$ cat src/rtl/pc_unit.sv
`default_nettype none
// ============================================================================
//  Module      : pc_unit
//  Description : Fetch-stage program counter. Provides a configurable reset
//                vector and increment, stall hold, branch/jump redirect with
//                a one-entry pending-redirect buffer for redirects that arrive
//                during a stall, exception vectoring and a misalignment flag.
//                Optional PC history ring enabled by the PC_HISTORY_EN macro.
//  Revision    : 1.0 - initial release
// ============================================================================
module pc_unit #(
  parameter int                 WIDTH        = 32,
  parameter logic [WIDTH-1:0]   RESET_VECTOR = WIDTH'(32'h00003000),
  parameter logic [WIDTH-1:0]   EXC_VECTOR   = WIDTH'(32'h00004180),
  parameter int                 INC          = 4,
  parameter int                 HIST_DEPTH   = 8
) (
  input  logic                          clk,
  input  logic                          rst,
  input  logic                          stall,
  input  logic                          br_valid,
  input  logic [WIDTH-1:0]              br_target,
  input  logic                          exc_valid,
  output logic [WIDTH-1:0]              pc,
  output logic                          pc_valid,
  output logic                          pend,
  output logic                          misalign,
  input  logic [$clog2(HIST_DEPTH)-1:0] hist_idx,
  output logic [WIDTH-1:0]              hist_data
);

  localparam int               HIST_AW = $clog2(HIST_DEPTH);
  localparam logic [WIDTH-1:0] INC_W   = WIDTH'(INC);

  // --------------------------------------------------------------------------
  // Core PC state
  // --------------------------------------------------------------------------
  logic [WIDTH-1:0] pc_q,          pc_d;
  logic             pc_valid_q,    pc_valid_d;
  logic             pend_q,        pend_d;
  logic [WIDTH-1:0] pend_target_q, pend_target_d;

  // Next-PC selection: exception > stall (buffer redirect) > live redirect >
  // buffered redirect > sequential increment.
  always_comb begin
    pc_d          = pc_q;
    pend_d        = pend_q;
    pend_target_d = pend_target_q;
    pc_valid_d    = 1'b1;

    if (exc_valid) begin
      // Vectoring is never blocked by stall; any buffered redirect is dropped.
      pc_d   = EXC_VECTOR;
      pend_d = 1'b0;
    end else if (stall) begin
      // Hold the PC; remember the newest redirect seen while stalled.
      if (br_valid) begin
        pend_d        = 1'b1;
        pend_target_d = br_target;
      end
    end else if (br_valid) begin
      // A live redirect is newer than anything buffered, so it wins.
      pc_d   = br_target;
      pend_d = 1'b0;
    end else if (pend_q) begin
      pc_d   = pend_target_q;
      pend_d = 1'b0;
    end else begin
      // Wraps modulo 2^WIDTH by truncation.
      pc_d = pc_q + INC_W;
    end
  end

  // PC registers with synchronous reset taking priority over everything.
  always_ff @(posedge clk) begin
    if (rst) begin
      pc_q          <= RESET_VECTOR;
      pc_valid_q    <= 1'b0;
      pend_q        <= 1'b0;
      pend_target_q <= '0;
    end else begin
      pc_q          <= pc_d;
      pc_valid_q    <= pc_valid_d;
      pend_q        <= pend_d;
      pend_target_q <= pend_target_d;
    end
  end

  assign pc       = pc_q;
  assign pc_valid = pc_valid_q;
  assign pend     = pend_q;
  // Target addresses are loaded unchecked; the consumer decides whether to trap.
  assign misalign = (pc_q[1:0] != 2'b00);

`ifdef PC_HISTORY_EN
  // --------------------------------------------------------------------------
  // PC history ring: the outgoing PC is recorded whenever the PC changes value.
  // --------------------------------------------------------------------------
  logic [WIDTH-1:0]   hist_q [HIST_DEPTH];
  logic [WIDTH-1:0]   hist_d [HIST_DEPTH];
  logic [HIST_AW-1:0] wptr_q, wptr_d;
  logic [HIST_AW-1:0] rd_ptr;

  // Ring write: record old PC at the write pointer and advance (wraps naturally).
  always_comb begin
    hist_d = hist_q;
    wptr_d = wptr_q;
    if (pc_d != pc_q) begin
      hist_d[wptr_q] = pc_q;
      wptr_d         = wptr_q + HIST_AW'(1);
    end
  end

  // History registers, cleared by reset (reset itself is never recorded).
  always_ff @(posedge clk) begin
    if (rst) begin
      for (int i = 0; i < HIST_DEPTH; i++) begin
        hist_q[i] <= '0;
      end
      wptr_q <= '0;
    end else begin
      hist_q <= hist_d;
      wptr_q <= wptr_d;
    end
  end

  // Index 0 is the most recent previous PC; arithmetic wraps modulo HIST_DEPTH.
  assign rd_ptr    = wptr_q - HIST_AW'(1) - hist_idx;
  assign hist_data = hist_q[rd_ptr];
`else
  // No history storage; the read index is intentionally ignored.
  logic unused_hist_idx;
  assign unused_hist_idx = ^hist_idx;
  assign hist_data       = '0;
`endif

endmodule
`default_nettype wire

$ cat config.mk
export PLATFORM = sky130hd
export DESIGN_NAME = pc_unit
export DESIGN_NICKNAME = d
export VERILOG_FILES = /design/src/rtl/pc_unit.sv
export SDC_FILE = /design/constraint.sdc
export NUM_CORES = 1
export LEC_CHECK = 0
export CORE_MARGIN = 3
export CORE_UTILIZATION = 51
export DETAILED_ROUTE_END_ITERATION = 12
export GPL_ROUTABILITY_DRIVEN = 0
export PLACE_DENSITY = 0.95
export SYNTH_ARGS = -nofsm -noshare
export SYNTH_HDL_FRONTEND = slang
export SYNTH_SLANG_ARGS = --single-unit
$ cat constraint.sdc
create_clock -name clk -period 3.15 [get_ports clk]
set_input_delay 0.945 -clock clk [delete_from_list [all_inputs] [get_ports clk]]
set_output_delay 0.945 -clock clk [all_outputs]
set_load 0.1 [all_outputs]
==> out/metrics.cfg <==
[placed_design]
hpwl_um=7560
pre_cts_slack_ns=0.220
dp.cells=623
port_buffers=71

[sta]
tightest_slew_ns=0.665
layout_setup_ws_ns=0.441
finalCritPeriodShare_pct=86.0
rsz0062_at_grt=false
setup_tns_ns=0
fmax_mhz=369
finalMaxSlewViolations=0
period_needed_ns=2.71
fin_skew_ns=0.00735
slew-limit-headroom_pct=55.3
hold_violations=0
finalSetupViolations=0

[floorplan]
die_height_um=90.0
io_pins=107
die-area_um2=8110
die_x_um=90.0
core_um2=6830
start_util_pct=52.7
rows=30

[clocking]
clockBufferDepth=2
cts.sinks=66
clock_latency_ns=0.35
cts_inserted_buffers=9
cts_tree=done
cts_resized=0
clk_pin_slew_ns=0.07
postCtsSetupBuffers=0
ctsHtreeMaxLevel=3
clock-root-buffer=clkbuf_8
hold_buffers=0

[synth]
synth_top_cell_area_share_pct=36.7
ys_types=52
syn-cell-area_um2=3600
synthAdderAreaFrac_pct=0.347
synth_xor_area_share_pct=0.486
synth_top_family_by_area=compound AO/OA/AOI/OAI gates
synth_compound_gate_area_share_pct=26.5
synthSimpleGateAreaFrac_pct=23.5
synth_common_cells=87 x nand2_1, 66 x dfxtp_1, 50 x a21oi_1
yosysTopAreaCell=dfxtp_1
synthTopCellsByArea=dfxtp_1 37%, nand2_1 9.1%, a21oi_1 6.9%
synth_seq_cells=66
synth_warnings=0
avgSynthCellArea_um2=7.60
synth_cells=474
synth_async_sr_flop_share_pct=0
synth.most_common_cell=nand2_1
muxShareOfSynthArea_pct=1.11
yosysSeqAreaShare_pct=36.7
ys.flop_type=dfxtp_1
synth_edf_count=0

[global_routing]
gr-usage-all-layers_pct=27.5
grt_pass1_wl_um=18500
grt_max_degree=42
antenna_found_initial=0
grt_pass1_vias=3852
overflow=0

[power]
power_leakage_nw=1.73
power.density_nw_per_um2=565
ir_drop_mv=0.392

[outcome]
run_status=finished, final reports clean

[detailed_routing]
first_pass_iters=8
ant_nets=0
wl_per_cell_um=18.0
viasPerCell=6.41
drc=0
wl_um=11500
first_iter_violations=732
vias=4099

[cells_and_area]
final_nets=579
ff_latch_area_um2=1320
area_growth_pct=26.6
fillCellCount=530
fin_cells=639
drive_gt1_share_pct=14.9
multi_input_area_um2=2000
antenna_cells=0

[hold_path]
hp-start=pend_target_q[3]$_SDFFE_PP0P_
whs_path_depth=2
hold_end=pend_target_q[3]$_SDFFE_PP0P_
min_path_type=reg2reg

[worst_setup_path]
worstPathMaxFanout=22
r2r-end=pc[27]$_SDFFE_PP0N_
startpoint_type=input port
crit_path_end_kind=flip-flop
crit_required_ns=3.42
arrival_ns=2.98
reg2reg_setup_slack_ns=0.85
reg2reg_from=pc[7]$_SDFFE_PP0P_
criticalPathCategory=in2reg
ff2ff_path_depth=5

[flow_run]
cap_violations=0

## kinds of logic after synthesis
kind of cell / count (synthesis)
AND/OR/NAND/NOR: 179
adder cells (fa/ha/maj): 1
multiplexers: 4
AO/OA/AOI/OAI: 145
flip-flops: 66
buffers and inverters: 76
other: 1
XOR/XNOR: 2
## per-stage QoR
stage / hold WS (ns) / cell area (um2) / power, mW / util [%]
2_1_floorplan: 0.436 / 3720 / 1.36 / -
3_3_place_gp: 0.441 / 4250 / 1.46 / 62.2
3_5_place_dp: 0.447 / 4250 / 1.47 / 62.2
4_1_cts: 0.458 / 4560 / 2.57 / 66.7
5_1_grt: 0.484 / 4560 / 2.64 / 66.7
6_report: 0.457 / 4560 / 2.58 / 66.7
## metal layers
| metal | part of all wire, % | GRT usage (%) |
|---|---|---|
| met3 | 13 | 6.28 |
| met5 | 0 | 0 |
| met4 | 4.4 | 16.2 |
| met1 | 36 | 34.9 |
| met2 | 46 | 42.8 |
## flip-flops by register name, summed over array words and instances (netlist names), named ones only
name	cells
pc_valid	1
pend_target_q	32
pc	30
pend	1
## worst max-delay path by stage
| stage | depth (start not counted) | start | endpoint |
|---|---|---|---|
| floorplan | 6 | pc[3]$_SDFFE_PP0N_ | pc[30]$_SDFFE_PP0N_ |
| global placement | 7 | br_valid | pend_target_q[19]$_SDFFE_PP0P_ |
| detailed placement | 7 | br_valid | pend_target_q[21]$_SDFFE_PP0P_ |
| CTS | 7 | br_valid | pend_target_q[11]$_SDFFE_PP0P_ |
| global route | 7 | br_valid | pend_target_q[11]$_SDFFE_PP0P_ |
| finish | 7 | br_valid | pend_target_q[11]$_SDFFE_PP0P_ |
## report_power, final
group	internal (mW)	switching, mW
clock	0.767	0.343
sequential	0.865	0.0340
combinational	0.129	0.440
total	1.76	0.816
## placed cells by master (no fill, tap or decap), types with 4 or more instances in the layout
| master | count |
|---|---|
| and3_1 | 7 |
| bufinv_16 | 6 |
| a22o_1 | 4 |
| o21ai_0 | 23 |
| a221o_1 | 9 |
| mux2i_1 | 4 |
| nand2_1 | 87 |
| nand3_1 | 12 |
| nor3_1 | 17 |
| buf_4 | 53 |
| clkbuf_8 | 9 |
| a222oi_1 | 4 |
| a311oi_1 | 4 |
| o211ai_1 | 8 |
| o22ai_1 | 10 |
| nor4_1 | 4 |
| a31oi_1 | 5 |
| clkdlybuf4s50_1 | 36 |
| dfxtp_1 | 66 |
| conb_1 | 32 |
| inv_1 | 8 |
| a21oi_1 | 50 |
| o311ai_0 | 5 |
| nand4_1 | 7 |
| nor2_1 | 27 |
| a221oi_1 | 5 |
| a211oi_1 | 4 |
## critical path, stage by stage
cell and delay [ns]:
clkdlybuf4s50_1 0.61, buf_4 0.30, inv_1 0.27, nor3_2 0.30, buf_4 0.30, nand2_1 0.10
a21oi_1 0.14
## final cells by class
class	count	share of cell area [%]
inverter	8	0.659
tap	96	2.63
clock inverter	7	4.14
timing repair buffer	90	17.1
clock buffer	9	2.72
multi-input combinational	363	43.8
sequential	66	29.0
No activity file was read; power rests on OpenSTA's default activity.
